$ cat src/rtl/vga_dram_arbiter.sv
// Two-master Avalon-MM arbiter in front of the SDRAM controller: VGA scanout (m0) vs draw engine (m1).
// Optional statistics counters are enabled by defining VGA_DRAM_ARBITER_STATS_EN.
module vga_dram_arbiter #(
    parameter int ADDR_W       = 23,
    parameter int DATA_W       = 32,
    parameter int BURST_W      = 4,
    parameter int STARVE_LIMIT = 4
) (
    input  logic                clk,
    input  logic                reset_n,
    input  logic [ADDR_W-1:0]   m0_address,
    input  logic                m0_read,
    input  logic [BURST_W-1:0]  m0_burstcount,
    output logic                m0_waitrequest,
    output logic [DATA_W-1:0]   m0_readdata,
    output logic                m0_readdatavalid,
    input  logic [ADDR_W-1:0]   m1_address,
    input  logic                m1_read,
    input  logic                m1_write,
    input  logic [DATA_W-1:0]   m1_writedata,
    input  logic [DATA_W/8-1:0] m1_byteenable,
    input  logic [BURST_W-1:0]  m1_burstcount,
    output logic                m1_waitrequest,
    output logic [DATA_W-1:0]   m1_readdata,
    output logic                m1_readdatavalid,
    output logic [ADDR_W-1:0]   s_address,
    output logic                s_read,
    output logic                s_write,
    output logic [DATA_W-1:0]   s_writedata,
    output logic [DATA_W/8-1:0] s_byteenable,
    output logic [BURST_W-1:0]  s_burstcount,
    input  logic                s_waitrequest,
    input  logic [DATA_W-1:0]   s_readdata,
    input  logic                s_readdatavalid
`ifdef VGA_DRAM_ARBITER_STATS_EN
    ,
    input  logic                stat_clear,
    output logic [31:0]         stat_m0_grants,
    output logic [31:0]         stat_m1_grants,
    output logic [31:0]         stat_m1_wait_cycles
`endif
);

    localparam int SC_W = $clog2(STARVE_LIMIT + 1);

    localparam logic [1:0] ST_IDLE  = 2'd0;
    localparam logic [1:0] ST_CMD   = 2'd1;
    localparam logic [1:0] ST_RDATA = 2'd2;

    logic [1:0]         state;
    logic               owner;
    logic [BURST_W-1:0] beats;
    logic               wr_active;
    logic [SC_W-1:0]    starve;

    logic               m0_req;
    logic               m1_req;
    logic               pick_m1;
    logic               grant;
    logic               in_cmd;
    logic               in_rdata;
    logic [BURST_W-1:0] m0_bc;
    logic [BURST_W-1:0] m1_bc;
    logic [BURST_W-1:0] own_bc;
    logic               cmd_rd;
    logic               cmd_wr;
    logic               wr_last;

    assign m0_req   = m0_read;
    assign m1_req   = m1_read | m1_write;
    assign pick_m1  = m1_req & (!m0_req | (starve == SC_W'(STARVE_LIMIT)));
    assign grant    = (state == ST_IDLE) & (m0_req | m1_req);
    assign in_cmd   = (state == ST_CMD);
    assign in_rdata = (state == ST_RDATA);

    // A zero burstcount is a single beat
    assign m0_bc  = (m0_burstcount == '0) ? BURST_W'(1) : m0_burstcount;
    assign m1_bc  = (m1_burstcount == '0) ? BURST_W'(1) : m1_burstcount;
    assign own_bc = owner ? m1_bc : m0_bc;

    // Write wins over a simultaneous m1 read; no reads once a write burst started
    assign cmd_wr  = in_cmd & owner & m1_write;
    assign cmd_rd  = in_cmd & !wr_active & (owner ? (m1_read & !m1_write) : m0_read);
    assign wr_last = wr_active ? (beats == BURST_W'(1)) : (own_bc == BURST_W'(1));

    always_comb begin
        s_address    = '0;
        s_writedata  = '0;
        s_byteenable = '0;
        s_burstcount = '0;
        s_read       = cmd_rd;
        s_write      = cmd_wr;
        if (in_cmd) begin
            s_address    = owner ? m1_address : m0_address;
            s_writedata  = owner ? m1_writedata : '0;
            s_byteenable = owner ? m1_byteenable : '1;
            s_burstcount = own_bc;
        end
    end

    assign m0_waitrequest   = (in_cmd && !owner) ? s_waitrequest : 1'b1;
    assign m1_waitrequest   = (in_cmd && owner) ? s_waitrequest : 1'b1;
    assign m0_readdata      = s_readdata;
    assign m1_readdata      = s_readdata;
    assign m0_readdatavalid = in_rdata & !owner & s_readdatavalid;
    assign m1_readdatavalid = in_rdata & owner & s_readdatavalid;

    always_ff @(posedge clk or negedge reset_n) begin
        if (!reset_n) begin
            state     <= ST_IDLE;
            owner     <= 1'b0;
            beats     <= '0;
            wr_active <= 1'b0;
            starve    <= '0;
        end else begin
            unique case (state)
                ST_IDLE: begin
                    if (grant) begin
                        owner     <= pick_m1;
                        state     <= ST_CMD;
                        wr_active <= 1'b0;
                        if (pick_m1 || !m1_req) begin
                            starve <= '0;
                        end else if (starve != SC_W'(STARVE_LIMIT)) begin
                            starve <= starve + SC_W'(1);
                        end
                    end
                end
                ST_CMD: begin
                    if (cmd_wr) begin
                        if (!s_waitrequest) begin
                            if (wr_last) begin
                                state     <= ST_IDLE;
                                wr_active <= 1'b0;
                            end else begin
                                beats     <= (wr_active ? beats : own_bc) - BURST_W'(1);
                                wr_active <= 1'b1;
                            end
                        end
                    end else if (cmd_rd) begin
                        if (!s_waitrequest) begin
                            beats <= own_bc;
                            state <= ST_RDATA;
                        end
                    end else if (!wr_active) begin
                        // Owner withdrew before anything was accepted
                        state <= ST_IDLE;
                    end
                end
                ST_RDATA: begin
                    if (s_readdatavalid) begin
                        beats <= beats - BURST_W'(1);
                        if (beats == BURST_W'(1)) begin
                            state <= ST_IDLE;
                        end
                    end
                end
                default: begin
                    state <= ST_IDLE;
                end
            endcase
        end
    end

`ifdef VGA_DRAM_ARBITER_STATS_EN
    always_ff @(posedge clk or negedge reset_n) begin
        if (!reset_n) begin
            stat_m0_grants      <= '0;
            stat_m1_grants      <= '0;
            stat_m1_wait_cycles <= '0;
        end else if (stat_clear) begin
            stat_m0_grants      <= '0;
            stat_m1_grants      <= '0;
            stat_m1_wait_cycles <= '0;
        end else begin
            if (grant && !pick_m1) begin
                stat_m0_grants <= stat_m0_grants + 32'd1;
            end
            if (grant && pick_m1) begin
                stat_m1_grants <= stat_m1_grants + 32'd1;
            end
            if (m1_req && !((state != ST_IDLE) && owner)) begin
                stat_m1_wait_cycles <= stat_m1_wait_cycles + 32'd1;
            end
        end
    end
`endif

    a_m1_rd_wr_exclusive: assert property (
        @(posedge clk) disable iff (!reset_n) !(m1_read && m1_write)
    );

endmodule

$ cat config.mk
export PLATFORM = sky130hd
export DESIGN_NAME = vga_dram_arbiter
export DESIGN_NICKNAME = d
export VERILOG_FILES = /design/src/rtl/vga_dram_arbiter.sv
export SDC_FILE = /design/constraint.sdc
export NUM_CORES = 1
export LEC_CHECK = 0
export CAP_MARGIN = 40
export CORE_AREA = 2 2 103 105
export CTS_CLUSTER_SIZE = 28
export DETAILED_ROUTE_END_ITERATION = 12
export DIE_AREA = 0 0 105 107
export GPL_ROUTABILITY_DRIVEN = 0
export PLACE_DENSITY = 0.65
export RECOVER_POWER = 100
export SLEW_MARGIN = 10
export SYNTH_ARGS = -nofsm -noshare
export SYNTH_HDL_FRONTEND = slang
export SYNTH_SLANG_ARGS = --single-unit
$ cat constraint.sdc
create_clock -name clk -period 3.1 [get_ports clk]
set_input_delay 0.465 -clock clk [delete_from_list [all_inputs] [get_ports clk]]
set_output_delay 0.465 -clock clk [all_outputs]
set_load 0.01 [all_outputs]
==> metrics.yaml <==
timing:
  fin_skew_ns: 0.00498
  hold_viol: 0
  fin_crit_sh: 0.908
  worst_pin_slew_ns: 0.695
  relSlewSlack: 0.537
  fin_setup_tns_ns: 0
  fin_crit_ns: 2.82
  timing.fmax_ghz: 0.355
  setup_viol: 0
  rsz0062_at_grt: "no"
  drv_slew: 0
clock_network:
  clock_latency_ns: 0.24
  cts_setup_buffers: 0
  root_buffer: "clkbuf_8"
  cts_resized: 0
  cts_buffers: 3
  cts_hold_buf: 0
  htreeDepth: 1
  cts_tree: "done"
  cts_max_path_buffers: 2
  path_clk_slew_ns: 0.05
  clock_sinks: 11
worst_setup_path:
  r2r_start: "owner$_DFFE_PN0P_"
  cp.arrival_ns: 2.35
  worstSetupPathType: "reg -> out"
  crit_path_start_kind: "flip-flop"
  crit_fanout: 28
  endpoint_kind: "primary output"
  rrSetupSlack_ns: 0.72
  reg2reg_depth: 7
  r2r-end: "beats[2]$_DFFE_PN0P_"
  worstPathRequired_ns: 2.63
drt:
  vias: 2300
  wl_met2_um: 3970
  drc: 0
  drtIter0Drc: 62
  drt-met1-wl_um: 3270
  drt-total-wl_um: 7970
  final_antenna_net_count: 0
  drt-pass1-iter-count: 4
  maxUsedRoutingLayer: "met4"
  wl_met3_um: 547
  post_drt_wl_per_cell_um: 15.3
  via_per_inst: 4.42
run_status:
  status: "finished clean"
die:
  die_w_um: 105
  pin_count: 262
  core_area_sq_um: 10100
  core.rowCount: 37
  start_util: 0.211
  die-area_sq_um: 11200
  die_height_um: 107
synthesis:
  syn_area_per_cell_sq_um: 7.31
  synthFlopType: "dfrtp_1"
  ys_async_sr_fraction: 1.00
  yosysUniqueCellTypes: 43
  netlist_area_sq_um: 2130
  ys_seq_area_frac: 0.129
  yosys_warnings: 0
  synth_nets: 425
  synth_cells: 291
  synth-edff-count: 0
  ys_ff_latch: 11
placement:
  io_buffers: 165
  dpl_cell_area_sq_um: 3430
  post-dp-hpwl_um: 6510
pwr:
  vdd_drop_max_mv: 0.235
  p_leak_nw: 1.66
  cellPowerDensity_nw_per_um2: 682
  power_mw: 2.36
worst_hold_path:
  hold_class: "reg -> reg"
  min_from: "starve[0]$_DFFE_PN0P_"
  hold_depth: 1
  min_to: "starve[0]$_DFFE_PN0P_"
global_routing:
  grt_overflow: 0
  antenna_found_initial: 0
  grt.total_usage: 0.132
  grt_max_degree: 36
  grt_pass1_wl_um: 12100
  grt_pass1_vias: 2314
final_layout:
  areaGrowthSynthToFinish_pct: 62.6
  fin_area_sq_um: 3460
  fin_nets: 519
  num_antenna_cells: 0
  drive_gt1_frac: 0.0339
  layout_commonest_cell: "clkdlybuf4s50_1"
  final_util: 0.343
  final_cell_mix: "clkdlybuf4s50_1, dlygate4sd3_1, nor2_1"
  fill_cells: 1103
job:
  drv_cap: 0
[worst max path at each step]
stage                 startpoint              endpoint  slack (ns)  depth (start not counted)
5_1_grt        owner$_DFFE_PN0P_         s_address[14]        0.15                          4
3_5_place_dp    m1_burstcount[3]       s_burstcount[0]        0.39                          5
4_1_cts        owner$_DFFE_PN0P_          s_address[7]        0.38                          4
6_report       owner$_DFFE_PN0P_         s_address[15]        0.28                          4
3_3_place_gp    m1_burstcount[2]       s_burstcount[0]        0.48                          5
2_1_floorplan  owner$_DFFE_PN0P_  beats[2]$_DFFE_PN0P_        1.14                          8
[cells in the mapped netlist, drive strengths merged (3+ instances only)]
master / instances / area, sq um
dfrtp: 11 / 275
buf: 69 / 514
and3: 33 / 206
mux2i: 28 / 280
a21oi: 12 / 60.1
nor2b: 3 / 18.8
nor2: 37 / 139
nand2b: 3 / 18.8
inv: 12 / 45.0
o21ai: 10 / 50.1
a22o: 4 / 35.0
nand2: 14 / 52.6
mux2: 3 / 37.5
clkbuf: 12 / 45.0
ha: 5 / 62.6
nor3: 6 / 30.0
[worst max-delay path, stage by stage (launching register included)]
cell and delay [ns]:
dfrtp_2 0.75, buf_4 0.41, mux2i_1 0.24, nor2_1 0.06, dlygate4sd3_1 0.64
[report_power, final]
group / leakage (nW) / internal (mW) / switching, mW
registers: 0.136 / 0.207 / 0.170
clock network: 0.0228 / 0.0902 / 0.0530
logic: 1.51 / 0.943 / 0.895
[cell type report]
class                   instances  area, sq um  share of cell area
well taps                     136          170              0.0492
inverters                      12         45.0              0.0130
multi-input cells             187         1240               0.359
repair buffers                170         1680               0.486
clock buffers                   4         45.0              0.0130
flip-flops and latches         11          277              0.0800
[logic make-up after synthesis]
| logic type | after synthesis | synth area share |
|---|---|---|
| flops | 11 | 0.129 |
| fa+ha+maj | 5 | 0.0294 |
| simple gates | 110 | 0.277 |
| mux | 31 | 0.149 |
| buf+inv | 93 | 0.284 |
| compound gates | 41 | 0.131 |
[layer usage]
layer / track usage / vias up
met2: 0.227 / 113
met4: 0.0457 / 0
met1: 0.162 / 1035
met3: 0.0304 / 24
met5: 0 / -
li1: - / 1128
[through the flow]
step	instances	setup WS, ns	hold WS [ns]
final	520	0.285	0.522
after global routing	520	0.151	0.574
after CTS	520	0.378	0.524
after detailed placement	516	0.394	0.512
after floorplan	291	1.14	0.169
after global placement	516	0.477	0.489
[flip-flops by register name (all words and copies together) (netlist names)]
name / count
beats: 4
starve: 3
wr_active: 1
state: 2
owner: 1
Note: power is estimated with default switching activity, not from simulation.
